File: src/rtl/data_mem_ctrl_if.sv
// Requester and memory-side signals of the two-port data memory controller.
// The controller attaches to the slave modport; requesters and memory attach to the master side.
interface data_mem_ctrl_if;
  logic        p0_req;
  logic        p0_we;
  logic [4:0]  p0_addr;
  logic [31:0] p0_wdata;
  logic        p0_gnt;
  logic        p0_rvalid;
  logic [31:0] p0_rdata;

  logic        p1_req;
  logic        p1_we;
  logic [4:0]  p1_addr;
  logic [31:0] p1_wdata;
  logic        p1_gnt;
  logic        p1_rvalid;
  logic [31:0] p1_rdata;

  logic        busy;
  logic        mem_wren;
  logic        mem_is_store;
  logic [4:0]  mem_r_addr;
  logic [4:0]  mem_w_addr;
  logic [31:0] mem_w_data;
  logic [31:0] mem_r_data;

  modport slave (
    input  p0_req, p0_we, p0_addr, p0_wdata,
    input  p1_req, p1_we, p1_addr, p1_wdata,
    input  mem_r_data,
    output p0_gnt, p0_rvalid, p0_rdata,
    output p1_gnt, p1_rvalid, p1_rdata,
    output busy, mem_wren, mem_is_store, mem_r_addr, mem_w_addr, mem_w_data
  );

  modport master (
    output p0_req, p0_we, p0_addr, p0_wdata,
    output p1_req, p1_we, p1_addr, p1_wdata,
    output mem_r_data,
    input  p0_gnt, p0_rvalid, p0_rdata,
    input  p1_gnt, p1_rvalid, p1_rdata,
    input  busy, mem_wren, mem_is_store, mem_r_addr, mem_w_addr, mem_w_data
  );
endinterface

File: src/rtl/data_mem_ctrl.sv
// Two-port arbiter/sequencer for the 32-word data memory: IDLE (grant) -> ADDR -> ACCESS.
// Load latency 3 cycles from grant; one transaction per 3 cycles; losers hold req until granted.
module data_mem_ctrl #(
  parameter int ROUND_ROBIN = 1
) (
  input logic           clk,
  input logic           rst_n,
  data_mem_ctrl_if.slave bus
);

  localparam logic [1:0] S_IDLE   = 2'd0;
  localparam logic [1:0] S_ADDR   = 2'd1;
  localparam logic [1:0] S_ACCESS = 2'd2;

  logic [1:0]  state_q, state_d;
  logic        last_q, last_d;
  logic        owner_q, owner_d;
  logic        we_q, we_d;
  logic [4:0]  addr_q, addr_d;
  logic [31:0] wdata_q, wdata_d;
  logic [31:0] rdata0_q, rdata0_d;
  logic [31:0] rdata1_q, rdata1_d;
  logic        rvalid0_q, rvalid0_d;
  logic        rvalid1_q, rvalid1_d;

  logic both_req;
  logic winner;
  logic grant;
  logic in_access;

  assign both_req  = bus.p0_req & bus.p1_req;
  // With both requesting, round-robin favours the port that did not win last.
  assign winner    = both_req ? ((ROUND_ROBIN != 0) ? ~last_q : 1'b0) : bus.p1_req;
  assign grant     = rst_n & (state_q == S_IDLE) & (bus.p0_req | bus.p1_req);
  assign in_access = (state_q == S_ACCESS);

  always_comb begin
    state_d   = state_q;
    last_d    = last_q;
    owner_d   = owner_q;
    we_d      = we_q;
    addr_d    = addr_q;
    wdata_d   = wdata_q;
    rdata0_d  = rdata0_q;
    rdata1_d  = rdata1_q;
    rvalid0_d = 1'b0;
    rvalid1_d = 1'b0;
    case (state_q)
      S_IDLE: begin
        if (grant) begin
          state_d = S_ADDR;
          last_d  = winner;
          owner_d = winner;
          we_d    = winner ? bus.p1_we    : bus.p0_we;
          addr_d  = winner ? bus.p1_addr  : bus.p0_addr;
          wdata_d = winner ? bus.p1_wdata : bus.p0_wdata;
        end
      end
      S_ADDR: begin
        state_d = S_ACCESS;
      end
      S_ACCESS: begin
        state_d = S_IDLE;
        if (!we_q) begin
          if (owner_q) begin
            rdata1_d  = bus.mem_r_data;
            rvalid1_d = 1'b1;
          end else begin
            rdata0_d  = bus.mem_r_data;
            rvalid0_d = 1'b1;
          end
        end
      end
      default: begin
        state_d = S_IDLE;
      end
    endcase
  end

  always_ff @(posedge clk) begin
    if (!rst_n) begin
      state_q   <= S_IDLE;
      last_q    <= 1'b1;
      owner_q   <= 1'b0;
      we_q      <= 1'b0;
      addr_q    <= 5'd0;
      wdata_q   <= 32'd0;
      rdata0_q  <= 32'd0;
      rdata1_q  <= 32'd0;
      rvalid0_q <= 1'b0;
      rvalid1_q <= 1'b0;
    end else begin
      state_q   <= state_d;
      last_q    <= last_d;
      owner_q   <= owner_d;
      we_q      <= we_d;
      addr_q    <= addr_d;
      wdata_q   <= wdata_d;
      rdata0_q  <= rdata0_d;
      rdata1_q  <= rdata1_d;
      rvalid0_q <= rvalid0_d;
      rvalid1_q <= rvalid1_d;
    end
  end

  assign bus.p0_gnt    = grant & ~winner;
  assign bus.p1_gnt    = grant & winner;
  assign bus.p0_rvalid = rvalid0_q;
  assign bus.p1_rvalid = rvalid1_q;
  assign bus.p0_rdata  = rdata0_q;
  assign bus.p1_rdata  = rdata1_q;

  assign bus.busy         = (state_q != S_IDLE);
  assign bus.mem_is_store = in_access & we_q;
  // Reset gates the write strobe combinationally so an aborted store never reaches the array.
  assign bus.mem_wren     = ~(rst_n & in_access & we_q);
  assign bus.mem_r_addr   = addr_q;
  assign bus.mem_w_addr   = addr_q;
  assign bus.mem_w_data   = wdata_q;

endmodule

File: src/flat_wrapper.sv
// flat-port wrapper written by rule: the top's interface ports become plain ports
module data_mem_ctrl_flat 
#(
  parameter int ROUND_ROBIN = 1
)
  (clk, rst_n, bus_p0_req, bus_p0_we, bus_p0_addr, bus_p0_wdata, bus_p1_req, bus_p1_we, bus_p1_addr, bus_p1_wdata, bus_mem_r_data, bus_p0_gnt, bus_p0_rvalid, bus_p0_rdata, bus_p1_gnt, bus_p1_rvalid, bus_p1_rdata, bus_busy, bus_mem_wren, bus_mem_is_store, bus_mem_r_addr, bus_mem_w_addr, bus_mem_w_data);
  data_mem_ctrl_if bus_i ();
  input logic clk;
  input logic rst_n;
  input wire logic [$bits(bus_i.p0_req)-1:0] bus_p0_req;
  input wire logic [$bits(bus_i.p0_we)-1:0] bus_p0_we;
  input wire logic [$bits(bus_i.p0_addr)-1:0] bus_p0_addr;
  input wire logic [$bits(bus_i.p0_wdata)-1:0] bus_p0_wdata;
  input wire logic [$bits(bus_i.p1_req)-1:0] bus_p1_req;
  input wire logic [$bits(bus_i.p1_we)-1:0] bus_p1_we;
  input wire logic [$bits(bus_i.p1_addr)-1:0] bus_p1_addr;
  input wire logic [$bits(bus_i.p1_wdata)-1:0] bus_p1_wdata;
  input wire logic [$bits(bus_i.mem_r_data)-1:0] bus_mem_r_data;
  output wire logic [$bits(bus_i.p0_gnt)-1:0] bus_p0_gnt;
  output wire logic [$bits(bus_i.p0_rvalid)-1:0] bus_p0_rvalid;
  output wire logic [$bits(bus_i.p0_rdata)-1:0] bus_p0_rdata;
  output wire logic [$bits(bus_i.p1_gnt)-1:0] bus_p1_gnt;
  output wire logic [$bits(bus_i.p1_rvalid)-1:0] bus_p1_rvalid;
  output wire logic [$bits(bus_i.p1_rdata)-1:0] bus_p1_rdata;
  output wire logic [$bits(bus_i.busy)-1:0] bus_busy;
  output wire logic [$bits(bus_i.mem_wren)-1:0] bus_mem_wren;
  output wire logic [$bits(bus_i.mem_is_store)-1:0] bus_mem_is_store;
  output wire logic [$bits(bus_i.mem_r_addr)-1:0] bus_mem_r_addr;
  output wire logic [$bits(bus_i.mem_w_addr)-1:0] bus_mem_w_addr;
  output wire logic [$bits(bus_i.mem_w_data)-1:0] bus_mem_w_data;
  assign bus_i.p0_req = bus_p0_req;
  assign bus_i.p0_we = bus_p0_we;
  assign bus_i.p0_addr = bus_p0_addr;
  assign bus_i.p0_wdata = bus_p0_wdata;
  assign bus_i.p1_req = bus_p1_req;
  assign bus_i.p1_we = bus_p1_we;
  assign bus_i.p1_addr = bus_p1_addr;
  assign bus_i.p1_wdata = bus_p1_wdata;
  assign bus_i.mem_r_data = bus_mem_r_data;
  assign bus_p0_gnt = bus_i.p0_gnt;
  assign bus_p0_rvalid = bus_i.p0_rvalid;
  assign bus_p0_rdata = bus_i.p0_rdata;
  assign bus_p1_gnt = bus_i.p1_gnt;
  assign bus_p1_rvalid = bus_i.p1_rvalid;
  assign bus_p1_rdata = bus_i.p1_rdata;
  assign bus_busy = bus_i.busy;
  assign bus_mem_wren = bus_i.mem_wren;
  assign bus_mem_is_store = bus_i.mem_is_store;
  assign bus_mem_r_addr = bus_i.mem_r_addr;
  assign bus_mem_w_addr = bus_i.mem_w_addr;
  assign bus_mem_w_data = bus_i.mem_w_data;
  data_mem_ctrl #(.ROUND_ROBIN(ROUND_ROBIN)) u_core (.clk(clk), .rst_n(rst_n), .bus(bus_i));
endmodule
File: config.mk
export PLATFORM = sky130hd
export DESIGN_NAME = data_mem_ctrl_flat
export DESIGN_NICKNAME = d
export VERILOG_FILES = /design/src/rtl/data_mem_ctrl_if.sv /design/src/rtl/data_mem_ctrl.sv /design/src/flat_wrapper.sv
export SDC_FILE = /design/constraint.sdc
export NUM_CORES = 1
export LEC_CHECK = 0
export BUFFER_PORTS_ARGS = -buffer_cell sky130_fd_sc_hd__buf_2
export CELL_PAD_IN_SITES_DETAIL_PLACEMENT = 0
export CELL_PAD_IN_SITES_GLOBAL_PLACEMENT = 2
export CORE_MARGIN = 1
export CORE_UTILIZATION = 26
export DETAILED_ROUTE_END_ITERATION = 12
export PLACE_DENSITY = 0.79
export SLEW_MARGIN = 15
export SYNTH_ARGS = -nofsm -noshare
export SYNTH_HDL_FRONTEND = slang
export SYNTH_SLANG_ARGS = --single-unit
File: constraint.sdc
create_clock -name clk -period 2 [get_ports clk]
set_input_delay 0.4 -clock clk [delete_from_list [all_inputs] [get_ports clk]]
set_output_delay 0.4 -clock clk [all_outputs]
set_load 0.01 [all_outputs]
[Word-level counts from Yosys, hierarchy flattened]
Cells that the tools add are included.
Operators by class
  equal/unequal tests: 3
  reduce and logical (&&, ||, !) cells: 6
  multiplexer cells: 8
  bitwise gates (word level): 16
Operators with widths (count)
  $mux W32: 1
  $and A1 B1 Y1: 8
  $not A1 Y1: 7
  $reduce_and A3 Y1: 2
  $mux W5: 1
  $mux W1: 4
  $pmux W2 S2: 1
  $reduce_or A3 Y1: 1
  $eq A2 B1 Y1 const B: 1
  $eq A2 B2 Y1 const B: 1
  $logic_not A2 Y1: 1
  $mux W2: 1
  $ne A2 B1 Y1 const B: 1
  $reduce_and A2 Y1: 1
  $reduce_bool A2 Y1: 1
  $or A1 B1 Y1: 1
Word-level totals
  input bits: 112
  register bits after elaboration: 108
  output and inout port bits: 113

[Logic depth before layout (Yosys ltp)]
  depth after elaboration: 5
  mapped depth: 6

[Worst setup path after synthesis]
No wires, ideal clock.
  path type: input to output
  from: input bus_p1_req
  to: output bus_p1_gnt
  data required time: 1600 ps
  stages on the path: 4
  setup slack: 443 ps
  arrival: 1157 ps
  buffers on the path: 1
  path through: a21boi_1 buf_2 nand3_1 inv_1
Between the ends
  word-level cells in the longest chain between the ends: 3
  elaborated cells on any way between the ends: 5
  classes of those cells: mux (1); bitwise (4)
RTL lines
  start, declared: RTL line flat_wrapper.sv:14  | input wire logic [$bits(bus_i.p1_req)-1:0] bus_p1_req;
  $or A1 B1 Y1 / $and A1 B1 Y1 (equally long branches): RTL line data_mem_ctrl.sv:34, data_mem_ctrl.sv:31
  $and A1 B1 Y1 / $mux W1 (equally long branches): RTL line data_mem_ctrl.sv:34, data_mem_ctrl.sv:33
  $and A1 B1 Y1 (*): RTL line data_mem_ctrl.sv:107  | assign bus.p1_gnt = grant & winner;
  end, declared: RTL line flat_wrapper.sv:22  | output wire logic [$bits(bus_i.p1_gnt)-1:0] bus_p1_gnt;
Mark *: on every way between the ends. The rest lies on a longest branch, timed or not.

[Final worst setup path]
  from: register u_core.state_q[1]
  to: output bus_p0_gnt
Between the ends
  word-level cells in the longest chain between the ends: 4
RTL lines
  start, declared: RTL line data_mem_ctrl.sv:15  | logic [1:0] state_q, state_d;
  start signal, assigned: RTL line data_mem_ctrl.sv:93  | state_q <= state_d;
  $logic_not A2 Y1: RTL line data_mem_ctrl.sv:34  | assign grant = rst_n & (state_q == S_IDLE) & (bus.p0_req | bus.p1_req);
  $and A1 B1 Y1 (2 in a row): RTL line data_mem_ctrl.sv:34
  $and A1 B1 Y1: RTL line data_mem_ctrl.sv:106  | assign bus.p0_gnt = grant & ~winner;
  end, declared: RTL line flat_wrapper.sv:19  | output wire logic [$bits(bus_i.p0_gnt)-1:0] bus_p0_gnt;
No other way between the ends.

==> summary.md <==
| Metric | Value |
|---|---|
| Vias in the first global route | 3874 |
| Hold Path Origin | bus_mem_r_data[15] |
| CP arrival | 1.42 ns |
| # hold bufs at CTS | 0 |
| Reg2reg start | u_core.state_q[1] |
| Clk buf depth | 2 |
| Iter 0 DRT Violations | 128 |
| Final Critical Period | 1.82 ns |
| Share of layout cells above drive strength 1 | 0.375 |
| Setup CP Type | register to output port |
| Top-area cell type share of the netlist area | 0.504 |
| YS warnings | 0 |
| Power density cells | 847 mW/mm2 |
| Worst slack, placed | 0.351 ns |
| H-Tree Depth | 3 |
| Core area | 0.0160 mm2 |
| Number of diodes | 0 |
| Final setup vio count | 0 |
| Clock slew at reported path FFs | 0.07 ns |
| Die span in y | 130 um |
| Yosys cell types | 25 |
| Initial antenna violation count | 0 |
| Reg2reg path depth | 4 |
| Remaining Overflow, GRT | 0 |
| Worst setup EP type | output port |
| Initial Util | 0.268 |
| Worst hold path type | input pin to register |
| Vias per cell | 4.31 |
| Max Clk Rate | 0.551 GHz |
| Worst EP required | 1.60 ns |
| Worst-Margin Slew | 0.389 ns |
| Ys flop type | dfxtp_1 |
| Post-synth EDFFs | 0 |
| Crit path buf inv count | 1 |
| Global-route wire length before repair | 19.0 mm |
| CTS sink cnt | 108 |
| Synth Instances | 480 |
| Leakage power | 2.73 nW |
| Hold Path End | u_core.bus.p0_rdata[15] |
| Status | completed |
| R2R Path End | u_core.bus.p0_rdata[3] |
| Unrepaired setup endpoints after global routing | no |
| Async SR Flop Fraction | 0 |
| Setup Skew | 0.00243 ns |
| Startpoint Class | register |
| Post-DP HPWL | 8.96 mm |
| Mapped Nets | 592 |
| Placer Congestion | 0.708 |
| Fin Setup TNS | 0 ns |
| Final Max Tran Viols | 0 |
| Crit-path cells | nand2b_1, nor4_1, buf_2 |
| Die extent in x | 130 um |
| Final hold viol count | 0 |
| DRT antenna net count | 0 |
| Largest net degree at the start of global routing | 50 |
| Layout area overhead | 38.6% |
| # rows | 46 |
| Yosys reg bits | 108 |
| Flop2flop setup slack | 0.49 ns |
| Part of the cycle the worst path needs | 0.908 |
| Port buffer count | 224 |
| Tot GR Track Use | 0.146 |
| Setup ws final | 0.184 ns |
| Max-cap violations | 0 |
| Cts bufs inserted | 9 |
| CP peak stage delay | 0.39 ns |
| Post-Route WL | 12.5 mm |
| Slew headroom | 0.741 |
| Power Total | 5.04 mW |
| Worst skew pair latency | 0.34 ns |
| IO Pins | 225 |
| Peak supply drop | 367 uV |
| Biggest area consumer among synthesized cells | dfxtp_1 |
| Critical path's slowest cell | dfxtp_1 |
| CP delay by family, top | simple AND/OR/NAND/NOR gates |
| Top post-synthesis cells by area | dfxtp_1, mux2i_1, nand2_1 |
| Total number of vias | 3905 |
| Drt first pass iters | 4 |
| Seq/Total Area, Yosys | 0.504 |
| Synthesized area | 0.00429 mm2 |
| NumNets Final | 797 |
| Synthesized area per cell | 8.94 um2 |
| CTS tree | done |
| Max FO, Critical Path | 8 |
| Hold depth | 3 |
| Drc violations | 0 |
| Routed len/inst | 13.8 um |
| Root Driver | clkbuf_16 |
| Final Util | 0.372 |
| Die area | 0.0170 mm2 |
area by class of cell:
cell class / count / area (um2)
Fill cell: 1686 / 10100
Tap cell: 216 / 270
Sequential cell: 108 / 2160
Clock buffer: 13 / 270
Inverter: 4 / 15.0
Timing Repair Buffer: 235 / 1270
Clock inverter: 3 / 67.6
Multi-Input combinational cell: 327 / 1900
synth_stat cells (2+ instances only):
| library cell | n |
|---|---|
| nor2_1 | 4 |
| or2_2 | 2 |
| buf_4 | 15 |
| buf_6 | 2 |
| inv_1 | 4 |
| buf_8 | 3 |
| nand2_1 | 167 |
| dfxtp_1 | 108 |
| buf_2 | 5 |
| mux2i_1 | 76 |
| a21oi_1 | 65 |
| clkbuf_1 | 16 |
where the power goes:
part	total [mW]	internal (mW)	switching [mW]	leakage (nW)
sequential	2.36	2.28	0.0803	0.881
clock	1.99	1.20	0.787	0.162
combinational	0.695	0.332	0.363	1.68
layout by cell type (no fill, tap or decap):
master and n:
buf_2 224, nand2_1 167, dfxtp_1 107, mux2i_1 76
a21oi_1 65, clkbuf_16 9, buf_4 6, buf_12 5
nor2_1 4, inv_1 3, clkbuf_8 3, or2_2 2
bufinv_16 2, nand2b_1 1, a21boi_4 1, nor4_1 1
nor3b_1 1, nand3_1 1, and3_1 1, nor4b_4 1
or4b_1 1, inv_2 1, nor4bb_4 1, nand4bb_2 1
nor3_4 1, o31ai_1 1, o211ai_1 1, clkinvlp_4 1
clkbuf_1 1, dfxtp_2 1
routing by layer:
layer  up-vias  track usage  part of all wire
met3        15       0.0586             0.095
met4         0       0.0514             0.015
met1      1752        0.156              0.40
met2       160        0.261              0.49
met5         -            0                 0
li1       1978            -                 -
worst max path at each step:
| stage | start | end | slack (ns) | cells past startpoint |
|---|---|---|---|---|
| finish | u_core.state_q[1] | bus_p0_gnt | 0.18 | 3 |
| global route | u_core.state_q[1] | bus_p0_gnt | 0.03 | 3 |
| CTS | u_core.state_q[0] | bus_mem_wren | 0.07 | 4 |
| detailed placement | rst_n | bus_mem_wren | 0.35 | 4 |
| global placement | rst_n | bus_mem_wren | 0.36 | 4 |
| floorplan | bus_p1_req | bus_p1_gnt | 0.44 | 4 |
logic make-up after synthesis:
kind of cell,Yosys count,synth area share
AND/OR/NAND/NOR,183,0.173
flip-flops,108,0.504
buffers and inverters,45,0.0653
AO/OA/AOI/OAI,68,0.0810
multiplexers,76,0.177
registers in the layout, summed over array words and instances (netlist names):
signal	cells
u_core.bus.p1_rdata	32
u_core.we_q	1
u_core.bus.mem_w_data	32
u_core.owner_q	1
u_core.bus.mem_r_addr	5
u_core.last_q	1
u_core.bus.p0_rdata	32
u_core.state_q	2
u_core.bus.p0_rvalid	1
u_core.bus.p1_rvalid	1
per-stage QoR:
step / cell area [um2] / hold slack (ns) / std cells
after floorplan: 4290 / 0.466 / 480
after global placement: 5610 / 0.438 / 890
after detailed placement: 5610 / 0.444 / 890
after CTS: 5950 / 0.275 / 906
after global routing: 5950 / 0.294 / 906
final: 5950 / 0.296 / 906
tightest hold or removal path, stage by stage:
cell,delay [ns]
buf_2,0.10
nand2_1,0.05
a21oi_1,0.05
timing repair:
action,CTS,global route
endpoints found under the setup margin,0,1
gates resized for setup,0,1
setup buffers,0,0
Note: power is estimated with default switching activity, not from simulation.
